File: src/rtl/csr_trap_unit_pkg.sv
`default_nettype none
// ============================================================================
// Module   : csr_trap_unit_pkg
// Purpose  : Shared constants for the machine-mode CSR file / trap sequencer:
//            CSR addresses, mcause codes, FSM encodings, exception flag bit
//            positions (also used by decode) and the CSR read-modify-write
//            helper.
// Ports    : none (package)
// Revision : 1.0 - initial release
// ============================================================================
package csr_trap_unit_pkg;

    // Machine-mode CSR addresses
    localparam logic [11:0] CSR_MSTATUS  = 12'h300;
    localparam logic [11:0] CSR_MIE      = 12'h304;
    localparam logic [11:0] CSR_MTVEC    = 12'h305;
    localparam logic [11:0] CSR_MSCRATCH = 12'h340;
    localparam logic [11:0] CSR_MEPC     = 12'h341;
    localparam logic [11:0] CSR_MCAUSE   = 12'h342;
    localparam logic [11:0] CSR_MIP      = 12'h344;
    localparam logic [11:0] CSR_MCYCLE   = 12'hB00;
    localparam logic [11:0] CSR_MCYCLEH  = 12'hB80;

    // mcause codes
    localparam logic [31:0] MCAUSE_ECALL_M  = 32'd11;
    localparam logic [31:0] MCAUSE_MEXT_IRQ = 32'h8000_000B;

    // Trap sequencer state encodings
    localparam logic [1:0] ST_IDLE = 2'd0;
    localparam logic [1:0] ST_TRAP = 2'd1;
    localparam logic [1:0] ST_MRET = 2'd2;

    // Bit positions inside the exception flag word carried from decode
    localparam int EXC_MRET  = 0;
    localparam int EXC_ECALL = 1;

    // CSRRW/CSRRS/CSRRC new-value computation; op is funct3[1:0].
    // The immediate forms share this datapath, op 00 leaves the value as is.
    function automatic logic [31:0] csr_rmw(
        input logic [31:0] old_val,
        input logic [31:0] src,
        input logic [1:0]  op
    );
        case (op)
            2'b01:   return src;
            2'b10:   return old_val | src;
            2'b11:   return old_val & ~src;
            default: return old_val;
        endcase
    endfunction

endpackage
`default_nettype wire

File: src/rtl/csr_counter64.sv
`default_nettype none
// ============================================================================
// Module   : csr_counter64
// Purpose  : 64-bit free-running cycle counter with independently writable
//            halves. A write in a cycle replaces the increment; the half that
//            is not written holds its value (no carry from the write).
// Ports    : i_clk, i_rst_n (async, active-low), i_we_lo / i_we_hi (half
//            write enables), i_wdata (write data), o_count (counter value)
// Revision : 1.0 - initial release
// ============================================================================
module csr_counter64 (
    input  logic        i_clk,
    input  logic        i_rst_n,
    input  logic        i_we_lo,
    input  logic        i_we_hi,
    input  logic [31:0] i_wdata,
    output logic [63:0] o_count
);

    logic [63:0] r_count;
    logic [63:0] w_inc;
    logic [31:0] w_next_lo;
    logic [31:0] w_next_hi;

    assign w_inc = r_count + 64'd1;

    // Any write freezes the other half so no carry crosses the boundary
    // in the cycle of a software write.
    assign w_next_lo = i_we_lo ? i_wdata :
                       (i_we_hi ? r_count[31:0]  : w_inc[31:0]);
    assign w_next_hi = i_we_hi ? i_wdata :
                       (i_we_lo ? r_count[63:32] : w_inc[63:32]);

    always_ff @(posedge i_clk or negedge i_rst_n) begin
        if (!i_rst_n) begin
            r_count <= 64'd0;
        end else begin
            r_count <= {w_next_hi, w_next_lo};
        end
    end

    assign o_count = r_count;

endmodule
`default_nettype wire

File: src/rtl/csr_trap_unit.sv
`default_nettype none
// ============================================================================
// Module   : csr_trap_unit
// Purpose  : EXE-stage machine-mode CSR file and trap sequencer. Executes
//            CSRRW/S/C(I), takes ecall / external-interrupt traps, executes
//            mret, and issues pipeline flush plus PC redirect.
// Ports    : clk_i, rst_i (async, active-low); valid_i, inst_addr_i,
//            exception_i ({ecall, mret}), csr_we_i, csr_addr_i, csr_funct3_i,
//            csr_src_i, irq_i; csr_rdata_o (old CSR value, combinational),
//            flush_o, redirect_o, redirect_addr_o
// Revision : 1.0 - initial release
// ============================================================================
module csr_trap_unit
    import csr_trap_unit_pkg::*;
#(
    parameter logic [31:0] MTVEC_RESET = 32'h0000_0100
) (
    input  logic        clk_i,
    input  logic        rst_i,
    input  logic        valid_i,
    input  logic [31:0] inst_addr_i,
    input  logic [31:0] exception_i,
    input  logic        csr_we_i,
    input  logic [11:0] csr_addr_i,
    input  logic [2:0]  csr_funct3_i,
    input  logic [31:0] csr_src_i,
    input  logic        irq_i,
    output logic [31:0] csr_rdata_o,
    output logic        flush_o,
    output logic        redirect_o,
    output logic [31:0] redirect_addr_o
);

    logic [1:0]  r_state;
    logic [1:0]  w_state_next;

    logic        r_mstatus_mie;
    logic        r_mstatus_mpie;
    logic        r_mie_meie;
    logic [31:0] r_mtvec;
    logic [31:0] r_mscratch;
    logic [31:0] r_mepc;
    logic [31:0] r_mcause;
    logic [63:0] w_mcycle;

    logic [31:0] w_old;
    logic [31:0] w_new;
    logic        w_idle;
    logic        w_ecall;
    logic        w_mret;
    logic        w_irq_pend;
    logic        w_take_trap;
    logic        w_take_mret;
    logic        w_csr_wr;
    logic        w_unused_bits;

    // Upper exception flags and the zimm select bit carry no information here.
    assign w_unused_bits = ^{exception_i[31:2], csr_funct3_i[2]};

    // ---------------- CSR read mux (value before the edge) ----------------
    always_comb begin
        w_old = 32'd0;
        case (csr_addr_i)
            CSR_MSTATUS:  w_old = {19'd0, 2'b11, 3'd0, r_mstatus_mpie,
                                   3'd0, r_mstatus_mie, 3'd0};
            CSR_MIE:      w_old = {20'd0, r_mie_meie, 11'd0};
            CSR_MTVEC:    w_old = r_mtvec;
            CSR_MSCRATCH: w_old = r_mscratch;
            CSR_MEPC:     w_old = r_mepc;
            CSR_MCAUSE:   w_old = r_mcause;
            CSR_MIP:      w_old = {20'd0, irq_i, 11'd0};
            CSR_MCYCLE:   w_old = w_mcycle[31:0];
            CSR_MCYCLEH:  w_old = w_mcycle[63:32];
            default:      w_old = 32'd0;
        endcase
    end

    assign csr_rdata_o = w_old;
    assign w_new       = csr_rmw(w_old, csr_src_i, csr_funct3_i[1:0]);

    // ---------------- Trap / return detection ----------------
    // Gating with rst_i keeps flush_o low while reset is held.
    assign w_idle      = rst_i & (r_state == ST_IDLE);
    assign w_ecall     = valid_i & exception_i[EXC_ECALL];
    assign w_mret      = valid_i & exception_i[EXC_MRET];
    assign w_irq_pend  = irq_i & r_mie_meie & r_mstatus_mie;
    assign w_take_trap = w_idle & (w_ecall | (valid_i & w_irq_pend));
    assign w_take_mret = w_idle & w_mret & ~w_take_trap;
    // A trapping instruction is abandoned, so its CSR write never commits.
    assign w_csr_wr    = w_idle & valid_i & csr_we_i & ~w_take_trap &
                         (csr_funct3_i[1:0] != 2'b00);

    // ---------------- CSR registers ----------------
    always_ff @(posedge clk_i or negedge rst_i) begin
        if (!rst_i) begin
            r_mstatus_mie  <= 1'b0;
            r_mstatus_mpie <= 1'b0;
            r_mie_meie     <= 1'b0;
            r_mtvec        <= {MTVEC_RESET[31:2], 2'b00};
            r_mscratch     <= 32'd0;
            r_mepc         <= 32'd0;
            r_mcause       <= 32'd0;
        end else begin
            if (w_csr_wr) begin
                case (csr_addr_i)
                    CSR_MSTATUS: begin
                        r_mstatus_mie  <= w_new[3];
                        r_mstatus_mpie <= w_new[7];
                    end
                    CSR_MIE:      r_mie_meie <= w_new[11];
                    CSR_MTVEC:    r_mtvec    <= {w_new[31:2], 2'b00};
                    CSR_MSCRATCH: r_mscratch <= w_new;
                    CSR_MEPC:     r_mepc     <= {w_new[31:2], 2'b00};
                    CSR_MCAUSE:   r_mcause   <= w_new;
                    default: ;
                endcase
            end
            // Placed after the CSR write so the trap-side mstatus update wins.
            if (w_take_trap) begin
                r_mepc         <= {inst_addr_i[31:2], 2'b00};
                r_mcause       <= w_ecall ? MCAUSE_ECALL_M : MCAUSE_MEXT_IRQ;
                r_mstatus_mpie <= r_mstatus_mie;
                r_mstatus_mie  <= 1'b0;
            end else if (w_take_mret) begin
                r_mstatus_mie  <= r_mstatus_mpie;
                r_mstatus_mpie <= 1'b1;
            end
        end
    end

    csr_counter64 u_mcycle (
        .i_clk   (clk_i),
        .i_rst_n (rst_i),
        .i_we_lo (w_csr_wr & (csr_addr_i == CSR_MCYCLE)),
        .i_we_hi (w_csr_wr & (csr_addr_i == CSR_MCYCLEH)),
        .i_wdata (w_new),
        .o_count (w_mcycle)
    );

    // ---------------- Trap sequencer FSM ----------------
    always_ff @(posedge clk_i or negedge rst_i) begin
        if (!rst_i) begin
            r_state <= ST_IDLE;
        end else begin
            r_state <= w_state_next;
        end
    end

    always_comb begin
        w_state_next = ST_IDLE;
        case (r_state)
            ST_IDLE: begin
                if (w_take_trap) begin
                    w_state_next = ST_TRAP;
                end else if (w_take_mret) begin
                    w_state_next = ST_MRET;
                end else begin
                    w_state_next = ST_IDLE;
                end
            end
            ST_TRAP: w_state_next = ST_IDLE;
            ST_MRET: w_state_next = ST_IDLE;
            default: w_state_next = ST_IDLE;
        endcase
    end

    always_comb begin
        flush_o         = 1'b0;
        redirect_o      = 1'b0;
        redirect_addr_o = 32'd0;
        case (r_state)
            ST_IDLE: flush_o = w_take_trap | w_take_mret;
            ST_TRAP: begin
                redirect_o      = 1'b1;
                redirect_addr_o = r_mtvec;
            end
            ST_MRET: begin
                redirect_o      = 1'b1;
                redirect_addr_o = r_mepc;
            end
            default: ;
        endcase
    end

endmodule
`default_nettype wire

File: config.mk
export PLATFORM = sky130hd
export DESIGN_NAME = csr_trap_unit
export DESIGN_NICKNAME = d
export VERILOG_FILES = /design/src/rtl/csr_trap_unit_pkg.sv /design/src/rtl/csr_counter64.sv /design/src/rtl/csr_trap_unit.sv
export SDC_FILE = /design/constraint.sdc
export NUM_CORES = 1
export LEC_CHECK = 0
export ABC_AREA = 0
export BUFFER_PORTS_ARGS = -buffer_cell sky130_fd_sc_hd__buf_4
export CAP_MARGIN = 0
export CORE_AREA = 8 8 129 190
export CTS_BUF_LIST = sky130_fd_sc_hd__clkbuf_16
export CTS_CLUSTER_DIAMETER = 100
export DETAILED_ROUTE_END_ITERATION = 16
export DIE_AREA = 0 0 137 198
export HOLD_SLACK_MARGIN = 0.05
export PLACE_DENSITY = 0.81
export SLEW_MARGIN = 40
export SYNTH_ARGS = -nofsm -noshare
export SYNTH_HDL_FRONTEND = slang
export SYNTH_HIERARCHICAL = 1
export SYNTH_SLANG_ARGS = --single-unit
export TNS_END_PERCENT = 30
File: constraint.sdc
create_clock -name clk_i -period 3.65 [get_ports clk_i]
set_input_delay 0.5475 -clock clk_i [delete_from_list [all_inputs] [get_ports clk_i]]
set_output_delay 0.5475 -clock clk_i [all_outputs]
set_load 0.05 [all_outputs]
==> results.yml <==
final_layout:
  fin_cells: 1814
  nets: 1651
  syn2layout_area_growth_pct: 16.3
  final_layout_size_suffix_gt1_frac: 0.206
  antenna_cells: 0
clock_network:
  holdBufCountCts: 0
  cts_made_buffers: 17
  cts_max_level: 4
  cts.sinks: 193
  clk_pin_slew_worst_paths_ns: 0.06
  clock_latency_ns: 0.45
  post-cts-setup-buffers: 0
  cts-root-buf: "clkbuf_16"
  cts.path.max_buffers: 2
  post_cts_resized: 0
  tritoncts: "built"
grt:
  grt_max_degree: 75
  grt_first_pass_wirelength_um: 73200
  antenna_found_initial: 0
  grt_overflow: 0
  grt_usage: 0.357
  grt_pass1_vias: 12200
route:
  dr.pass1.iters: 6
  highest-signal-layer: "met4"
  viasPerCell: 6.91
  met3_length_um: 4640
  drt_iter0_markers: 1774
  wl_met2_um: 23500
  ant_nets: 0
  drc_errors: 0
  wl_met1_um: 17400
  routed_wl_um: 48700
  routedWlPerCell_um: 26.8
  vias: 12500
synthesis:
  synth_seq_cells: 193
  synth_ff_type: "dfrtp_1"
  netlist_instances: 1406
  synth_top_cell_by_area: "dfrtp_1"
  avgSynthCellArea_um2: 8.91
  netlist-cell-type-count: 87
  synth_top_cell_area_share: 0.383
  synthTopCellsByCount: "dfrtp_1, nand2_1, o21ai_0"
  synth-async-reset-ratio: 1.00
  ys.warnings.count: 6
  synth_area_leaders: "dfrtp_1, o21ai_0, nand2_1"
  yosysMostFrequentCell: "dfrtp_1"
  synth_enable_flop_cells: 0
  netlist_area_um2: 12500
  ys_seq_area_frac: 0.385
floorplanning:
  core_area_um2: 21600
  rows: 66
  initial_core_util: 0.579
  die_x_um: 137
  die-height_um: 198
  die_area_um2: 27100
  io_pins: 182
placed_design:
  place.gp.congestion: 0.991
  dp.cells: 1784
  place_hpwl_um: 35800
  io_buffers: 146
timing:
  timing.slew.headroom: 0.460
  hold_violations: 0
  worst_slew_pin_slew_ns: 0.810
  period_needed_ns: 3.24
  rsz0062_at_grt: "no"
  final.setup_skew_ns: 0.0110
  max_freq_ghz: 0.309
  finalCritPeriodShare: 0.887
  slew_viol_final: 0
  setup_violations: 0
  finalSetupTns_ns: 0
critical_path:
  critPathMostFrequentCell: "buf_4"
  cp_max_fo: 21
  cp.arrival_ns: 2.69
  r2r-start: "r_state[0]"
  critical-path-max-stage-delay_ns: 0.46
  startpoint_type: "input pin"
  crit_required_ns: 3.10
  cp-startpoint: "csr_addr_i[0]"
  path_class: "input pin to output pin"
  end_kind: "output pin"
  path_cells: "buf_4, buf_4, nor2b_1, buf_4, a22oi_1, a2bb2oi_1, o221ai_1, buf_4"
  slowest_stage: "o221ai_1"
power_and_ir_drop:
  peakVddDrop_v: 0.000341
  pwr_density_cell_nw_per_um2: 335
  p_total_mw: 4.89
  p_leak_nw: 6.26
status:
  outcome: "finished, final reports clean"
flow_run:
  max-cap-violations: 0
hold_path:
  hold_class: "input pin to async pin"
## routing by layer
metal,up-vias,GRT usage
met4,0,0.217
met2,837,0.578
met1,6067,0.438
met5,-,0
li1,5441,-
met3,189,0.0556
## through the flow
stage / utilization / setup slack, ns / hold slack (ns) / instance area (um^2)
floorplan: - / 0.190 / 0.252 / 12500
global placement: 0.648 / 0.344 / 0.461 / 14000
detailed placement: 0.648 / 0.311 / 0.470 / 14000
CTS: 0.673 / 0.470 / 0.315 / 14600
global route: 0.674 / 0.334 / 0.282 / 14600
finish: 0.674 / 0.411 / 0.243 / 14600
## cell usage in the layout, fill, tap and decap left out, types with 5 or more instances in the layout
| master | count |
|---|---|
| xor2_1 | 20 |
| a21o_1 | 6 |
| clkbuf_16 | 17 |
| xnor2_1 | 47 |
| nor2b_1 | 42 |
| and4_1 | 9 |
| and3_1 | 46 |
| a22oi_1 | 50 |
| inv_1 | 36 |
| nand3b_1 | 23 |
| o211ai_1 | 7 |
| a21oi_1 | 45 |
| dfrtp_1 | 192 |
| nand3_1 | 57 |
| or4_1 | 11 |
| a211oi_1 | 6 |
| nor4_1 | 28 |
| nor2_1 | 38 |
| a21oi_4 | 6 |
| a221o_1 | 22 |
| o21ai_1 | 19 |
| a31oi_1 | 13 |
| buf_4 | 206 |
| a211o_1 | 8 |
| nor3_1 | 18 |
| nand2_1 | 162 |
| or3_1 | 11 |
| a22o_1 | 17 |
| mux2_2 | 39 |
| nand4_1 | 38 |
| clkinv_1 | 5 |
| and2_1 | 22 |
| o21ai_0 | 122 |
| o221ai_1 | 14 |
| mux2i_1 | 36 |
## critical path: cells and delay by family
family                 cells  cell delay, ns
AND/OR/NAND/NOR            1            0.44
AO/OA/AOI/OAI              3            0.73
buffers and inverters      4            0.97
## layout make-up
type | count | area, um^2
Multi-Input combinational cell | 1072 | 7110
Clock buffer | 17 | 425
Tap cell | 272 | 340
Sequential cell | 193 | 4830
Timing Repair Buffer | 211 | 1610
Clock inverter | 13 | 124
Inverter | 36 | 135
Fill cell | 1825 | 7050
## cells by family (layout without fill, tap and decap cells)
logic type                 count (synthesis)  count (layout)  synth area share
xor gates and xnor gates                  67              67            0.0468
DFF                                      193             193             0.385
and+or+nand+nor                          548             548             0.245
other                                      1               2          0.000299
AOI/OAI and AO/OA                        374             374             0.205
muxes                                     77              77            0.0656
buffers and inverters                    142             277            0.0486
adders and majority gates                  4               4           0.00399
## worst paths after layout
kind                       slack [ns]  depth (start not counted)                    to
setup / recovery                 0.41                          8        csr_rdata_o[3]
hold / removal                   0.24                          2  u_mcycle/o_count[21]
setup reg to reg                 0.44                         11  u_mcycle/o_count[27]
hold reg to reg                  0.48                          2        r_mscratch[11]
max in group asynchronous        2.27                          3           r_mtvec[19]
min in group clk_i               0.31                          2             r_mepc[2]
## sequential cells by signal, indices dropped and copies added (netlist names)
name and flops:
r_mepc 30, r_mstatus_mie 1, r_mcause 32, r_mtvec 30, r_mie_meie 1, u_mcycle/o_count 64, r_state 2, r_mscratch 32
r_mstatus_mpie 1
## where the power goes
part | total (mW) | leakage, nW | internal, mW | switching (mW)
logic | 0.707 | 3.45 | 0.282 | 0.425
clock network | 1.83 | 0.266 | 0.991 | 0.844
registers | 2.35 | 2.54 | 2.23 | 0.119
Note: power is estimated with default switching activity, not from simulation.
